**src/rtl/wb_arbiter_if.sv**
```systemverilog
// Writeback arbiter bus: requester handshakes, register-file write port,
// destination-register claims and the pending scoreboard.
interface wb_arbiter_if #(
    parameter int unsigned REQUESTERS = 3,
    parameter int unsigned COUNT      = 32,
    parameter int unsigned DATA_W     = 32
);
    localparam int unsigned IDX_W = (COUNT > 1) ? $clog2(COUNT) : 1;

    logic [REQUESTERS-1:0]              req_valid;
    logic [REQUESTERS-1:0]              req_ready;
    logic [REQUESTERS-1:0][IDX_W-1:0]   req_addr;
    logic [REQUESTERS-1:0][DATA_W-1:0]  req_data;
    logic                               wr_en;
    logic [IDX_W-1:0]                   wr_addr;
    logic [DATA_W-1:0]                  wr_data;
    logic                               claim_valid;
    logic [IDX_W-1:0]                   claim_addr;
    logic [COUNT-1:0]                   pending;

    // Requester / issue side
    modport master (
        output req_valid, req_addr, req_data, claim_valid, claim_addr,
        input  req_ready, wr_en, wr_addr, wr_data, pending
    );

    // Arbiter side
    modport slave (
        input  req_valid, req_addr, req_data, claim_valid, claim_addr,
        output req_ready, wr_en, wr_addr, wr_data, pending
    );
endinterface

```
**src/rtl/wb_arbiter.sv**
```systemverilog
// Round-robin writeback arbiter sharing one register-file write port, with a
// per-register pending scoreboard set by issue-stage claims and cleared by
// writebacks.
module wb_arbiter #(
    parameter int unsigned REQUESTERS = 3,
    parameter int unsigned COUNT      = 32,
    parameter int unsigned DATA_W     = 32
) (
    input logic         clk,
    input logic         rst,
    wb_arbiter_if.slave bus
);
    localparam int unsigned IDX_W = (COUNT > 1) ? $clog2(COUNT) : 1;
    localparam int unsigned PTR_W = (REQUESTERS > 1) ? $clog2(REQUESTERS) : 1;

    logic [PTR_W-1:0]  last_q;
    logic [PTR_W-1:0]  grant_idx;
    logic              grant_any;
    logic [PTR_W:0]    cand;
    logic              transfer;
    logic [IDX_W-1:0]  xfer_addr;
    logic [DATA_W-1:0] xfer_data;
    logic              wr_en_q;
    logic [IDX_W-1:0]  wr_addr_q;
    logic [DATA_W-1:0] wr_data_q;
    logic [COUNT-1:0]  pending_q;
    logic [COUNT-1:0]  pending_d;

    // Round-robin search starting one past the last granted requester
    always_comb begin
        grant_any = 1'b0;
        grant_idx = '0;
        cand      = '0;
        for (int unsigned k = 1; k <= REQUESTERS; k++) begin
            // One extra bit so the sum cannot overflow before the wrap
            cand = {1'b0, last_q} + (PTR_W+1)'(k);
            if (cand >= (PTR_W+1)'(REQUESTERS)) begin
                cand = cand - (PTR_W+1)'(REQUESTERS);
            end
            if (!grant_any && bus.req_valid[cand[PTR_W-1:0]]) begin
                grant_any = 1'b1;
                grant_idx = cand[PTR_W-1:0];
            end
        end
    end

    // Grant is suppressed entirely while reset is sampled high
    always_comb begin
        bus.req_ready = '0;
        transfer      = !rst && grant_any;
        if (transfer) begin
            bus.req_ready[grant_idx] = 1'b1;
        end
    end

    assign xfer_addr = bus.req_addr[grant_idx];
    assign xfer_data = bus.req_data[grant_idx];

    // Scoreboard next state: writeback clears, claim sets (claim wins on collision)
    always_comb begin
        pending_d = pending_q;
        if (transfer) begin
            pending_d[xfer_addr] = 1'b0;
        end
        if (bus.claim_valid) begin
            pending_d[bus.claim_addr] = 1'b1;
        end
        pending_d[0] = 1'b0;
    end

    // Pointer, registered write port and scoreboard state
    always_ff @(posedge clk) begin
        if (rst) begin
            last_q    <= PTR_W'(REQUESTERS - 1);
            wr_en_q   <= 1'b0;
            wr_addr_q <= '0;
            wr_data_q <= '0;
            pending_q <= '0;
        end else begin
            pending_q <= pending_d;
            if (transfer) begin
                last_q    <= grant_idx;
                // Writes to register 0 are accepted but never reach the file
                wr_en_q   <= (xfer_addr != '0);
                wr_addr_q <= xfer_addr;
                wr_data_q <= xfer_data;
            end else begin
                wr_en_q <= 1'b0;
            end
        end
    end

    assign bus.wr_en   = wr_en_q;
    assign bus.wr_addr = wr_addr_q;
    assign bus.wr_data = wr_data_q;
    assign bus.pending = pending_q;
endmodule

```
**src/flat_wrapper.sv**
```systemverilog
// flat-port wrapper written by rule: the top's interface ports become plain ports
module wb_arbiter_flat 
#(
    parameter int unsigned REQUESTERS = 3,
    parameter int unsigned COUNT      = 32,
    parameter int unsigned DATA_W     = 32
)
  (clk, rst, bus_req_valid, bus_req_addr, bus_req_data, bus_claim_valid, bus_claim_addr, bus_req_ready, bus_wr_en, bus_wr_addr, bus_wr_data, bus_pending);
  wb_arbiter_if #(.REQUESTERS(REQUESTERS), .COUNT(COUNT), .DATA_W(DATA_W)) bus_i ();
  input logic clk;
  input logic rst;
  input wire logic [$bits(bus_i.req_valid)-1:0] bus_req_valid;
  input wire logic [$bits(bus_i.req_addr)-1:0] bus_req_addr;
  input wire logic [$bits(bus_i.req_data)-1:0] bus_req_data;
  input wire logic [$bits(bus_i.claim_valid)-1:0] bus_claim_valid;
  input wire logic [$bits(bus_i.claim_addr)-1:0] bus_claim_addr;
  output wire logic [$bits(bus_i.req_ready)-1:0] bus_req_ready;
  output wire logic [$bits(bus_i.wr_en)-1:0] bus_wr_en;
  output wire logic [$bits(bus_i.wr_addr)-1:0] bus_wr_addr;
  output wire logic [$bits(bus_i.wr_data)-1:0] bus_wr_data;
  output wire logic [$bits(bus_i.pending)-1:0] bus_pending;
  assign bus_i.req_valid = bus_req_valid;
  assign bus_i.req_addr = bus_req_addr;
  assign bus_i.req_data = bus_req_data;
  assign bus_i.claim_valid = bus_claim_valid;
  assign bus_i.claim_addr = bus_claim_addr;
  assign bus_req_ready = bus_i.req_ready;
  assign bus_wr_en = bus_i.wr_en;
  assign bus_wr_addr = bus_i.wr_addr;
  assign bus_wr_data = bus_i.wr_data;
  assign bus_pending = bus_i.pending;
  wb_arbiter #(.REQUESTERS(REQUESTERS), .COUNT(COUNT), .DATA_W(DATA_W)) u_core (.clk(clk), .rst(rst), .bus(bus_i));
endmodule
```
**config.mk**
```make
export PLATFORM = sky130hd
export DESIGN_NAME = wb_arbiter_flat
export DESIGN_NICKNAME = d
export VERILOG_FILES = /design/src/rtl/wb_arbiter_if.sv /design/src/rtl/wb_arbiter.sv /design/src/flat_wrapper.sv
export SDC_FILE = /design/constraint.sdc
export NUM_CORES = 1
export LEC_CHECK = 0
export CAP_MARGIN = 20
export CORE_MARGIN = 1
export CORE_UTILIZATION = 45
export CTS_BUF_LIST = sky130_fd_sc_hd__clkbuf_8
export CTS_CLUSTER_SIZE = 12
export DETAILED_ROUTE_END_ITERATION = 12
export PLACE_DENSITY = 0.86
export RECOVER_POWER = 50
export SLEW_MARGIN = 20
export SYNTH_ARGS = -nofsm -noshare
export SYNTH_HDL_FRONTEND = slang
export SYNTH_SLANG_ARGS = --single-unit
```
**constraint.sdc**
```tcl
create_clock -name clk -period 6.48 [get_ports clk]
set_clock_uncertainty 0.05 [all_clocks]
set_input_delay 1.296 -clock clk [delete_from_list [all_inputs] [get_ports clk]]
set_output_delay 1.296 -clock clk [all_outputs]
set_load 0.005 [all_outputs]
```
[After elaboration in Yosys (flattened, before gate mapping)]
Index checks and enable logic that the tools add are counted.
Word-level totals
  register bits: 72
  output and inout port bits: 73
  word-level logic and storage cells: 67
Operators by class
  add/sub/neg operators: 6
  $lt $le $gt $ge: 12
  mux-type cells: 28
  bitwise logic cells: 4
  reductions and logical operators: 11
Operators with widths (count)
  two-way mux 32 bit: 3
  binary-select mux 32 bit (select 2 bit): 1
  bitwise AND 32 bit: 1
  NOT 32 bit: 1
  bitwise OR 32 bit: 1
  less-than comparator 2 x 3 -> 1 bit, second input constant: 4
  less-than comparator 5 x 6 -> 1 bit, second input constant: 2
  two-way mux 2 bit: 6
  binary-select mux 5 bit (select 2 bit): 1
  demux 1 bit (select 5 bit): 2
  greater-or-equal comparator 5 x 1 -> 1 bit, second input constant: 2
  greater-or-equal comparator 3 x 2 -> 1 bit, second input constant: 3
  two-way mux 1 bit: 9
  adder 2 x 2 -> 3 bit, second input constant: 2
  binary-select mux 1 bit (select 2 bit): 3
  logical AND 1 bit: 6
  subtractor 2 bit, second input constant: 3
  two-way mux 5 bit: 1
  nonzero test 5 bit: 1
  adder 2 x 1 -> 3 bit, second input constant: 1
  zero test 1 bit: 3
  two-way mux 3 bit: 1
  demux 1 bit (select 2 bit): 1
  greater-or-equal comparator 2 x 1 -> 1 bit, second input constant: 1
  2 further kinds: 2

[Longest topological paths before layout]
Gate-level depths: netlist (run 1).
  depth in word-level cells: 23
  depth in mapped cells: 13
  depth with buffers taken out: 9

[Worst setup path after synthesis (run 1)]
OpenSTA, ideal clock, no wires.
  path kind: input -> output
  start: in bus_req_valid[2]
  end: out bus_req_ready[0]
  data arrival time: 2913 ps
  path slack: 2221 ps
  stages on the path: 8
  path buffers: 4
  cells stage by stage: or3b_1 > buf_2 > o21a_4 > a311o_1 > buf_2 > buf_2 > buf_2 > and3_1
On the way
  longest elaborated chain between the ends: 14
Ends and longest elaborated chain
  start: declaration: line flat_wrapper.sv:12  | input wire logic [$bits(bus_i.req_valid)-1:0] bus_req_valid;
  binary-select mux 1 bit (select 2 bit): line wb_arbiter.sv:40  | if (!grant_any && bus.req_valid[cand[PTR_W-1:0]]) begin
  two-way mux 1 bit (implied by the code): line wb_arbiter.sv:40
  two-way mux 1 bit: line wb_arbiter.sv:40
  zero test 1 bit: line wb_arbiter.sv:40
  logical AND 1 bit: line wb_arbiter.sv:40
  two-way mux 1 bit: line wb_arbiter.sv:40
  zero test 1 bit: line wb_arbiter.sv:40
  logical AND 1 bit: line wb_arbiter.sv:40
  two-way mux 2 bit: line wb_arbiter.sv:40
  less-than comparator 2 x 3 -> 1 bit (implied by the code) or greater-or-equal comparator 2 x 1 -> 1 bit (tied branches): line wb_arbiter.sv:52  | bus.req_ready[grant_idx] = 1'b1;
  logical AND 1 bit (implied by the code): line wb_arbiter.sv:52
  two-way mux 1 bit (implied by the code): line wb_arbiter.sv:52
  demux 1 bit (select 2 bit)
  two-way mux 3 bit *: line wb_arbiter.sv:51  | if (transfer) begin
  end: declaration: line flat_wrapper.sv:17  | output wire logic [$bits(bus_i.req_ready)-1:0] bus_req_ready;
Every way passes the cells marked *; elsewhere a longest branch is shown, timed or not. The select of a mux whose other input is x is not followed.

[Final worst setup path (run 1)]
  start: in bus_req_valid[2]
  end: out bus_req_ready[1]
The elaborated chain is that of the path after synthesis.

==> summary by stage, run 1 <==
Finish
The final cell utilization of the core is 0.7152. The area added between synthesis and finish is 51.48%. In the final layout, the share of cells above drive strength 1 is 0.06759. In the final design database the tool counted about 850 nets. The finished cells cover roughly 0.0064 mm^2.

The repair_antennas step left the layout with diodes totalling 0.

Route
After the first detailed-routing iteration, the DRC count stood at 321. The wire length per cell after detailed routing is 17.92 um. The via count is slightly below 5,000. The total wire length is 14,930 um. For this run, the detailed router's first-pass iteration total came to 5. After detailed routing, the number of remaining DRC violations is 0. The sum of met2 wire segment lengths after detailed routing is 6960 um. The vias per cell is 5.868. The post-route antenna net violation count is 0. The wire length on met1 is around 6400 um. The detailed route wirelength on metal3 is 1092 um. In this run the top signal layer used is met4.

Clocking
After clock tree synthesis, the clock-pin slew on the worst setup and hold paths is 0.07 ns. The clock net in this run drives a total of 71 sinks. The clock reaches the later pin of the worst-skew pair after approximately 0.35 ns. The clock tree from TritonCTS is done.

In this run, post-CTS repair resized a total of 0 instances. CTS built an H-tree with a depth of 3. Hold repair after CTS inserted 0 buffers. The tree is rooted in a sky130_fd_sc_hd__clkbuf_8. The maximum root-to-sink buffer count is 2.

The buffers inserted during post-CTS setup optimization is 0. Buffers inserted during clock tree synthesis total 9.

Synthesis
The flop and latch count out of synthesis is 71. Of the synthesized area, sequential elements account for 0.3386. The library cell with the largest summed area after synthesis is sky130_fd_sc_hd__dfxtp_1. The number of warnings issued by yosys is 0. The number of enable flip-flop cells after synthesis is 0.

The count of cell types in the netlist is just over 60. Of the post-synthesis cell area, the dominant cell type holds 0.3386. Dividing the synthesized area by the synthesized cell count gives 7.717 um^2. The synthesized netlist cell count is 544. Synthesis produced a netlist with a net count of 670. The combined area of all synthesized cells is around 0.0042 mm^2. The most used flip-flop cell after synthesis is sky130_fd_sc_hd__dfxtp_1.

The fraction of registers with async set or reset after synthesis is 0. Ranked by total cell area, the synthesized netlist is headed by sky130_fd_sc_hd__dfxtp_1 (34%), sky130_fd_sc_hd__nor2_1 (10%), sky130_fd_sc_hd__nand2_1 (7.3%), sky130_fd_sc_hd__a22o_1 (6.3%), sky130_fd_sc_hd__a31oi_1 (4.3%).

GRT
The first global-routing pass estimated ~23,000 um of wire. The pin count of the biggest net entering global routing is 44. The overall fraction of global-route tracks in use is 0.2989. The aggregate global routing overflow is 0. The number of antenna violations at the first check in global routing is 0. The via count of the first global-routing pass came to 4,650.

Critical path
In this design, the largest share of critical-path delay is due to simple AND/OR/NAND/NOR gates. By startpoint and endpoint, the worst setup path is classified as input pin to output pin. Counting both buffers and inverters, the worst setup path holds a total of 3. The startpoint kind of the worst setup timing path is an input pin. Of all nets on the critical path, the largest fanout is 19. The kind of end point of the critical path is an output pin.

The signal on the critical path passes through dlygate4sd3_1 > or3b_1 > o21ai_1 > nor3_2 > buf_4 > nor2_2 > and3_1 > clkdlybuf4s50_1. Data arrives at the worst endpoint at 4.42 ns. The standard cell with the maximum stage delay on the critical path is sky130_fd_sc_hd__dlygate4sd3_1. For this run, the slowest stage of the critical path takes 0.69 ns. Data on the critical path is required at its endpoint by 5.13 ns.

STA
The measured slew at the worst slew-check pin is roughly 2.1 ns. The count of final max-slew check failures was 11. The setup TNS is 0 ns.

The worst path needs a little under 6 ns of the cycle, external delays included. Setup repair after global routing left no endpoint under its margin. The post-route worst setup slack is a little over 0.7 ns. The final clock period utilization by the worst path is 0.8903. The tightest slew margin relative to the limit is -0.4234. The highest achievable clock rate is 173.3 MHz.

The number of hold violations in the final report is 0. The setup-violating endpoint count in the final report is 0.

Die
The floorplan row count is 34. The number of top-level pins is 195. In this run the horizontal extent of the chip is 98.59 um. The standard cell core area is 0.008891 mm^2. The die height is 98.59 um. The starting density of the core is 0.4721. The die area is 0.009719 mm^2.

Job
The number of violations of the max-capacitance limit is 1.

Placement
The congestion estimate from routability-driven global placement came to around 0.90. Summed over all nets, the half-perimeter wirelength after detailed placement is 10,970 um. The count of port buffers added during placement is 193.

In this run the cell area measured after placement is 0.006180 mm^2. Prior to clock tree synthesis, the placed netlist has a worst setup slack of 0.8218 ns.

Power and ir drop
The reported leakage power is 0.002527 uW. IR analysis of the VDD net gives a maximum drop of between 0.3 and 0.4 mV. Summing internal, switching and leakage power gives 2748 uW. The power density of the placed cells is 432.2 mW/mm^2.

Hold path
In this run the worst hold path is classified as register to register.

Status
The checks that failed: capacitance limit, slew limit. The run finished, with violations left.
==> worst paths after layout <==
check / slack [ns] / to / start / cells after the start
worst max register to register: 1.64 / u_core.bus.pending[20] / u_core.last_q[0] / 8
worst min-delay path: 0.41 / u_core.bus.wr_addr[1] / u_core.bus.wr_addr[1] / 2
worst max-delay path: 0.71 / bus_req_ready[1] / bus_req_valid[2] / 8
worst min register to register: 0.41 / u_core.bus.wr_addr[1] / u_core.bus.wr_addr[1] / 2
==> layer usage <==
metal / global-route usage / vias up
met1: 0.3791 / 2275
met3: 0.06667 / 39
met2: 0.5011 / 234
met4: 0.1045 / 0
met5: 0 / -
li1: - / 2340
==> report_power, final <==
part           internal (uW)  total (uW)  switching [uW]
sequential               541         593            52.4
combinational            718        1800            1080
clock                    178         357             179
total                   1440        2750            1310
==> cell families (layout without fill, tap and decap cells) <==
kind of cell             count (synthesis)  count (layout)  share of synthesized area
adder cells (fa/ha/maj)                  4               4                    0.01192
multiplexers                             3               3                   0.007154
flip-flops                              71              71                     0.3386
other                                    1               1                  0.0008933
AO/OA/AOI/OAI                          159             159                     0.3225
AND/OR/NAND/NOR                        261             261                     0.2718
buffers and inverters                   45             226                    0.04709
==> cells in the mapped netlist, types with 4 or more instances <==
cell type                   count
sky130_fd_sc_hd__nand3_1        6
sky130_fd_sc_hd__a311oi_1      13
sky130_fd_sc_hd__inv_1          8
sky130_fd_sc_hd__nor2_1       117
sky130_fd_sc_hd__o21ai_0        5
sky130_fd_sc_hd__nand2_1       82
sky130_fd_sc_hd__ha_1           4
sky130_fd_sc_hd__a31oi_1       29
sky130_fd_sc_hd__a311o_1        4
sky130_fd_sc_hd__clkbuf_1      22
sky130_fd_sc_hd__a2111oi_0      5
sky130_fd_sc_hd__dfxtp_1       71
sky130_fd_sc_hd__nor3_1        25
sky130_fd_sc_hd__buf_2         11
sky130_fd_sc_hd__nand3b_1       8
sky130_fd_sc_hd__a211oi_1      21
sky130_fd_sc_hd__a21oi_1       10
sky130_fd_sc_hd__a22o_1        30
sky130_fd_sc_hd__o211ai_1       6
==> cells in the final DEF, fill, tap and decap left out, types with 4 or more instances in the layout <==
cell / n
sky130_fd_sc_hd__a2111oi_0: 5
sky130_fd_sc_hd__a211oi_1: 21
sky130_fd_sc_hd__a21oi_1: 10
sky130_fd_sc_hd__a22o_1: 30
sky130_fd_sc_hd__a311oi_1: 14
sky130_fd_sc_hd__a31oi_1: 29
sky130_fd_sc_hd__buf_4: 9
sky130_fd_sc_hd__clkbuf_8: 9
sky130_fd_sc_hd__clkdlybuf4s50_1: 123
sky130_fd_sc_hd__dfxtp_1: 71
sky130_fd_sc_hd__dlygate4sd3_1: 70
sky130_fd_sc_hd__ha_1: 4
sky130_fd_sc_hd__inv_1: 9
sky130_fd_sc_hd__nand2_1: 82
sky130_fd_sc_hd__nand3_1: 6
sky130_fd_sc_hd__nand3b_1: 8
sky130_fd_sc_hd__nor2_1: 116
sky130_fd_sc_hd__nor3_1: 24
sky130_fd_sc_hd__o211ai_1: 6
sky130_fd_sc_hd__o21ai_0: 5
==> state kept, by name, indices dropped and copies added (netlist names) <==
signal / cells
u_core.bus.pending: 31
u_core.bus.wr_addr: 5
u_core.bus.wr_data: 32
u_core.bus.wr_en: 1
u_core.last_q: 2
==> worst min-delay path: stages (launching register included) <==
cell and delay (ns):
sky130_fd_sc_hd__dfxtp_1 0.32, sky130_fd_sc_hd__nand2_1 0.06, sky130_fd_sc_hd__nand2_1 0.05
==> area by class of cell <==
cell class	instances	area, um^2
inverters	8	30.03
multi-input cells	428	2576
clock buffers	9	123.9
fillers	729	2532
repair buffers	202	1999
clock inverters	7	72.57
well taps	108	135.1
flip-flops and latches	71	1421
==> through the flow <==
| stage | instances | hold WS, ns |
|---|---|---|
| floorplan | 544 | 0.3888 |
| global placement | 817 | 0.3866 |
| detailed placement | 817 | 0.3977 |
| CTS | 833 | 0.4098 |
| global route | 833 | 0.4307 |
| finish | 833 | 0.4093 |
Note: power is estimated with default switching activity, not from simulation.
==> run 2, diff against run 1 <==
==> constraint.sdc (replaced) <==
create_clock -name clk -period 6.48 [get_ports clk]
set_clock_uncertainty 0.05 [all_clocks]
set_input_delay 0.972 -clock clk [delete_from_list [all_inputs] [get_ports clk]]
set_output_delay 0.972 -clock clk [all_outputs]
set_load 0.005 [all_outputs]
==> run 2 against run 1 <==
  * The run still ends with capacitance limit, slew limit left
  * Design area rose by 0.59%
  * Global-route usage rose by 0.056 points
  * Worst setup slack gained 0.47 ns
  * Via count rose by 0.29%
  * Cell count decreased by 0.24%
  * Clock power increased by 22%
  * Sequential cell count unchanged
  * Sequential power is essentially flat
  * Critical path depth unchanged
  * Largest cell class unchanged
==> summary by stage, run 2 (synthesized netlist as in run 1, its figures left out) <==
Critical path
Walking the worst path, the cells encountered are clkdlybuf4s50_1 > or3b_1 > o21ai_1 > nor3_2 > buf_4 > nor2_1 > and3_1 > clkdlybuf4s50_1. For this run, the slowest stage of the critical path takes 0.76 ns. The most numerous cell type found on the critical path is sky130_fd_sc_hd__clkdlybuf4s50_1. The standard cell with the maximum stage delay on the critical path is sky130_fd_sc_hd__nor2_1. The worst setup path is of the input pin to output pin kind. Of all nets on the critical path, the largest fanout is 19. The top cell family by delay on the critical path is simple AND/OR/NAND/NOR gates. The worst path required time is 5.46 ns.

The worst setup path is captured at an output pin. For the worst setup path, the data arrival time is 4.28 ns. The startpoint kind of the worst setup timing path is an input pin. The number of buffers and inverters on the critical path is 3.

GRT
The via count of the first global-routing pass is around 4,700. The global-route met2 utilization is 0.5173. For met3 alone, demand over resource in global routing was 0.05106. For this run, the total global-route usage over all layers was measured as 0.2994.

Entering global routing, the biggest net connects 45 pins. The total overflow left after global routing is 0. The met1 usage is 0.3705. The number of antenna violations at the first check in global routing was 0. The global-route layer with the greatest usage is met2. The first global-routing pass estimated 23,360 um of wire.

Finish
After routing the design area is approximately 0.0064 mm^2. In the final layout, the share of cells above drive strength 1 is 0.06501. The register with the most flip-flops in the layout has 32 of them. The net count of the finished layout is 845. The area added between synthesis and finish is 52.37%. The library cells used most frequently in the layout, excluding fill and tap cells, are sky130_fd_sc_hd__clkdlybuf4s50_1 (124), sky130_fd_sc_hd__nor2_1 (117), sky130_fd_sc_hd__nand2_1 (82). The most common cell after layout, fill and taps aside is sky130_fd_sc_hd__clkdlybuf4s50_1. The repair_antennas step left the layout with diodes totalling 0.

Route
The post-route antenna net violation count is 0. The via count is around 4,900. For this run, design rule violations remaining after detail routing come to 0. Wires add up to 14,800 um. The wire length per cell after detailed routing is 17.81 um. The pre-antenna-repair detailed-routing pass consisted of 5 iterations.

The vias per cell is slightly below 6. The number of design-rule violations left by the first detailed-router iteration is 347.

STA
At the pin with the least slew margin, the transition time is 2.005 ns. Of the available clock period, the critical path in the final layout requires 0.8177. The tightest slew margin relative to the limit is -0.3460. Setup violations remaining at the end of the flow were counted as 0.

Setup repair after global routing left no endpoint under its margin. The final period demand of the worst path is 5.298 ns. Derived from the worst setup path, the maximum achievable clock frequency is 188.7 MHz. The count of final max-slew check failures is 11.

In the final timing run, aggregate negative setup slack is 0 ns. The number of hold violations in the final report is 0.

Status
The run finished, with violations left. The final reports fail on capacitance limit, slew limit.

Power and ir drop
For this design the ratio of total power to cell area is roughly 440 mW/mm^2. The largest vdd supply drop is around 0.30 mV. The analysis attributes to cell leakage a power of 0.002540 uW.

Die
In this run the count of I/O pins placed on the die edge is between 150 and 200. After floorplanning, the core was divided into 34 placement rows. The die area is ~0.0097 mm^2.

For this configuration, the core starts out at a cell density of 0.4721. The die outline width is 98.59 um. The total area inside the core boundary comes to between 0.008 and 0.009 mm^2. The die height is 98.59 um.

Job
The tool flagged a number of max-cap violations equal to 1.

Clocking
The clock-pin transition on the worst setup and hold timing paths is 0.07 ns. Clock tree synthesis inserted a total of 9 buffers. TritonCTS built the clock tree.

In this run the deepest clock path goes through 2 buffers. The number of resized instances in the post-cts repair step is 0. The tree built by TritonCTS fans out to 71 sinks.

The clock latency reported for the late side of the worst-skew pair is between 0.3 and 0.4 ns. The buffers inserted during post-CTS setup optimization is 0. The H-tree level count is 3. The CTS root buffer is sky130_fd_sc_hd__clkbuf_8. The number of hold-repair buffers added at the cts stage is 0.

Placement
The count of port buffers added during placement is 193. The routability congestion estimate from global placement is 0.9275. In this run the cell area measured after placement is 0.006172 mm^2. Detailed placement ended at an HPWL of ~11,000 um.

Hold path
The worst hold path class is register to register.
==> run 2: power by group <==
part	switching [uW]	internal [uW]
combinational	1060	713
sequential	54.5	541
clock	172	265
==> run 2: worst min-delay path, stage by stage, from the launching register on <==
cell and delay [ns]:
sky130_fd_sc_hd__dfxtp_1 0.32, sky130_fd_sc_hd__nand2_1 0.05, sky130_fd_sc_hd__nand2_1 0.04
==> run 2: through the flow <==
stage	utilization	std cells	setup slack (ns)	total power [uW]	hold slack, ns
2_1_floorplan	-	544	2.832	1801	0.3888
3_3_place_gp	0.6942	816	1.546	2365	0.3857
3_5_place_dp	0.6942	816	1.505	2396	0.3928
4_1_cts	0.7216	831	1.484	2841	0.4052
5_1_grt	0.7194	831	0.8923	2995	0.4157
6_report	0.7194	831	1.182	2806	0.3996
==> run 2: layer usage <==
metal	vias up	share of wire
met4	0	0.032
met2	228	0.49
met1	2299	0.41
met5	-	0
met3	36	0.071
li1	2339	-
==> run 2: worst paths after layout <==
| check | from | to | slack [ns] | cells after the start |
|---|---|---|---|---|
| min reg2reg | u_core.bus.wr_addr[1] | u_core.bus.wr_addr[1] | 0.40 | 2 |
| min | u_core.bus.wr_addr[1] | u_core.bus.wr_addr[1] | 0.40 | 2 |
| max | bus_req_valid[2] | bus_req_ready[1] | 1.18 | 8 |
| max reg2reg | u_core.last_q[0] | u_core.bus.pending[16] | 1.74 | 9 |
==> run 2: final cells by class <==
type	instances	area, um^2
multi-input combinational	428	2574
fill	714	2495
timing repair buffer	201	1992
sequential	71	1421
clock buffer	10	137.6
tap	108	135.1
clock inverter	5	106.4
inverter	8	30.03
==> run 3, diff against run 2 <==
CORE_UTILIZATION = 39   (was 45)
PLACE_DENSITY = 0.8   (was 0.86)
clock period = 4.35 ns   (was 6.48 ns; I/O delays follow)
==> run 3 against run 2 <==
  * The flow now finishes without violations
  * Sequential share of layout area decreased by 0.095 points
  * Utilization is 10 points lower
  * Critical path depth down 1
  * First-iteration DRC count is 23% higher
  * Cell count grew 3.4%
  * Sequential cell count unchanged
  * Die area grew 15%
  * Critical path type is now register to output pin
  * Largest cell class unchanged
==> summary by stage, run 3 (synthesized netlist as in run 1, its figures left out) <==
Status
The flow ran to the end, and the final reports show no timing, DRC or antenna violations.

Finish
The post-route non-filler standard cell count is roughly 860. In the final layout, the share of cells above drive strength 1 is 0.07054. The area added between synthesis and finish is 53.03%. The layout filler cell count is around 920.

The number of antenna cells inserted is 0. Once layout is complete, the utilization of the core stands at 0.6195. In the layout the commonest cells are sky130_fd_sc_hd__clkdlybuf4s50_1 (124), sky130_fd_sc_hd__nor2_1 (116), sky130_fd_sc_hd__nand2_1 (82).

The most common cell after layout, fill and taps aside is sky130_fd_sc_hd__clkdlybuf4s50_1. The final net count is approximately 840. The register with the most flip-flops in the layout has 32 of them.

Die
From left edge to right edge, the die measures 105.7 um. The die covers 0.01118 mm^2. In this run the count of I/O pins placed on the die edge is 195. The total area inside the core boundary comes to 0.01037 mm^2.

For this configuration, the core starts out at a cell density of 0.4048. From bottom edge to top edge, the die measures 105.7 um. After floorplanning, the core was divided into 37 placement rows.

STA
At the pin with the least slew margin, the transition time is approximately 0.86 ns. The number of hold violations in the final report is 0. Setup repair after global routing left no endpoint under its margin. The final period demand of the worst path is 4.156 ns. The tightest slew margin relative to the limit is 0.4249. The highest achievable clock rate is around 240 MHz. The final clock period utilization by the worst path is 0.9554. After routing, the total negative slack on setup checks comes to 0 ns. The setup-violating endpoint count in the final report is 0.

The count of final max-slew check failures is 0.

Clocking
Clock-pin slew was measured on the worst setup and hold paths at 0.08 ns. The tree built by TritonCTS fans out to 71 sinks. The total clock buffers created by CTS is 9. The number of hold-repair buffers added at the cts stage is 0. The maximum root-to-sink buffer count is 2. TritonCTS built the clock tree. Gates resized during post-CTS repair numbered 1. The buffers inserted during post-CTS setup optimization is 0. The root buffer cell chosen for the clock tree is sky130_fd_sc_hd__clkbuf_8. The H-tree level count is 3. The clock latency reported for the late side of the worst-skew pair is 0.34 ns.

Placement
During placement, the flow inserted port buffers numbering 193. The final HPWL from detailed placement is 10,860 um. Including well taps, the total number of placed cells is 843. The routability congestion estimate from global placement is roughly 0.92.

Hold path
The worst hold endpoint is u_core.bus.wr_data[18]. The worst hold path class is register to register. The number of stages on the worst hold path is 2. In this run the most critical hold path is launched from u_core.bus.wr_data[18].

Critical path
The maximum fanout along the worst path is 16. The number of cells on the worst reg-to-reg path is 10. The setup path with the least slack is of type register to output pin. The worst path required time is 3.65 ns. The kind of end point of the critical path is an output pin. The top cell family by delay on the critical path is simple AND/OR/NAND/NOR gates. The worst flop-to-flop path endpoint is u_core.bus.pending[11]. The data arrival time at the worst-slack endpoint is around 3.5 ns. The standard cell with the maximum stage delay on the critical path is sky130_fd_sc_hd__clkdlybuf4s50_1. The largest stage delay on the critical path is 0.60 ns. The minimum setup slack among reg-to-reg paths is roughly 0.52 ns. The signal on the critical path passes through inv_1 > ha_2 > or3b_1 > o21a_4 > a311o_2 > nor3_1 > clkdlybuf4s50_1.

The startpoint of the lowest-slack register-to-register path is u_core.last_q[0]. The startpoint kind of the worst setup timing path is a register. The number of buffers and inverters on the critical path is 2.

Power and ir drop
For this design the static power due to leakage is about 0.0025 uW. The largest vdd supply drop is ~0.4 mV. The power density of the placed cells is 634.6 mW/mm^2.

GRT
The overall fraction of global-route tracks in use is 0.2541. The number of antenna violations at the first check in global routing is 0. The pin count of the biggest net entering global routing is 53.

After global routing the overflow that remains totals 0. The met3 layer usage reported by global route is 0.04391. The global-route wire length before repair is about 23,000 um. The global-route met2 utilization is 0.4267. The via count of the first global-routing pass is 4,601. The layer flagged by global routing as most heavily used is met2. The met1 usage is 0.3214.

Route
The post-route antenna net violation count is 0. The via count is 4,882. The total wire length is 14,580 um. The first detailed-routing pass ran for 7 iterations. The number of design-rule violations left by the first detailed-router iteration is about 430.

The total DRC errors in the routed layout is 0. The vias per cell is 5.683. After detailed routing, the average wire length per cell comes to 16.97 um.

Job
The number of violations of the max-capacitance limit is 0.
[run 3: area by class of cell]
class                      instances  area (um^2)  area share
clock buffer                      10        137.6     0.02143
sequential                        71         1421      0.2213
inverter                           8        30.03    0.004675
timing repair buffer             200         1984      0.3089
clock inverter                     6        67.56     0.01052
tap                              136        170.2     0.02649
multi-input combinational        428         2613      0.4067
[run 3: worst max-delay path by stage]
stage	from	to	slack (ns)	cells after the start
4_1_cts	u_core.last_q[0]	bus_req_ready[1]	0.04	8
6_report	u_core.last_q[0]	bus_req_ready[2]	0.19	7
5_1_grt	u_core.last_q[0]	bus_req_ready[2]	0.04	7
3_5_place_dp	bus_req_valid[2]	bus_req_ready[1]	0.31	7
2_1_floorplan	u_core.last_q[0]	bus_req_ready[0]	1.02	10
3_3_place_gp	bus_req_valid[2]	bus_req_ready[1]	0.33	7
[run 3: where the power goes]
group	switching, uW	total, uW	internal, uW
Combinational	1580	2650	1070
Clock	258	542	284
Sequential	79.5	885	806
[run 3: through the flow]
stage               hold WS (ns)  total power (uW)  instance area (um^2)  setup slack (ns)
finish                    0.4002              4077                  6424            0.1940
global route              0.4281              4363                  6424           0.03839
CTS                       0.4044              4115                  6411           0.03619
detailed placement        0.3933              3546                  6200            0.3067
global placement          0.3894              3477                  6200            0.3337
floorplan                 0.3888              2683                  4198             1.022
[run 3: per-layer routing]
layer  routed length [um]  share of wire
met5                    0              0
met2                 7101           0.49
met4                  388          0.027
met1                 6154           0.42
met3                  935          0.064
[run 3: worst register-to-register path: stages (launching register included)]
cell,delay (ns)
sky130_fd_sc_hd__dfxtp_1,0.47
sky130_fd_sc_hd__inv_1,0.14
sky130_fd_sc_hd__ha_2,0.42
sky130_fd_sc_hd__or3b_1,0.50
sky130_fd_sc_hd__a21o_1,0.27
sky130_fd_sc_hd__and2_1,0.20
sky130_fd_sc_hd__a21oi_2,0.20
sky130_fd_sc_hd__buf_4,0.41
sky130_fd_sc_hd__o211ai_1,0.35
sky130_fd_sc_hd__a221oi_2,0.56
sky130_fd_sc_hd__a211oi_1,0.14
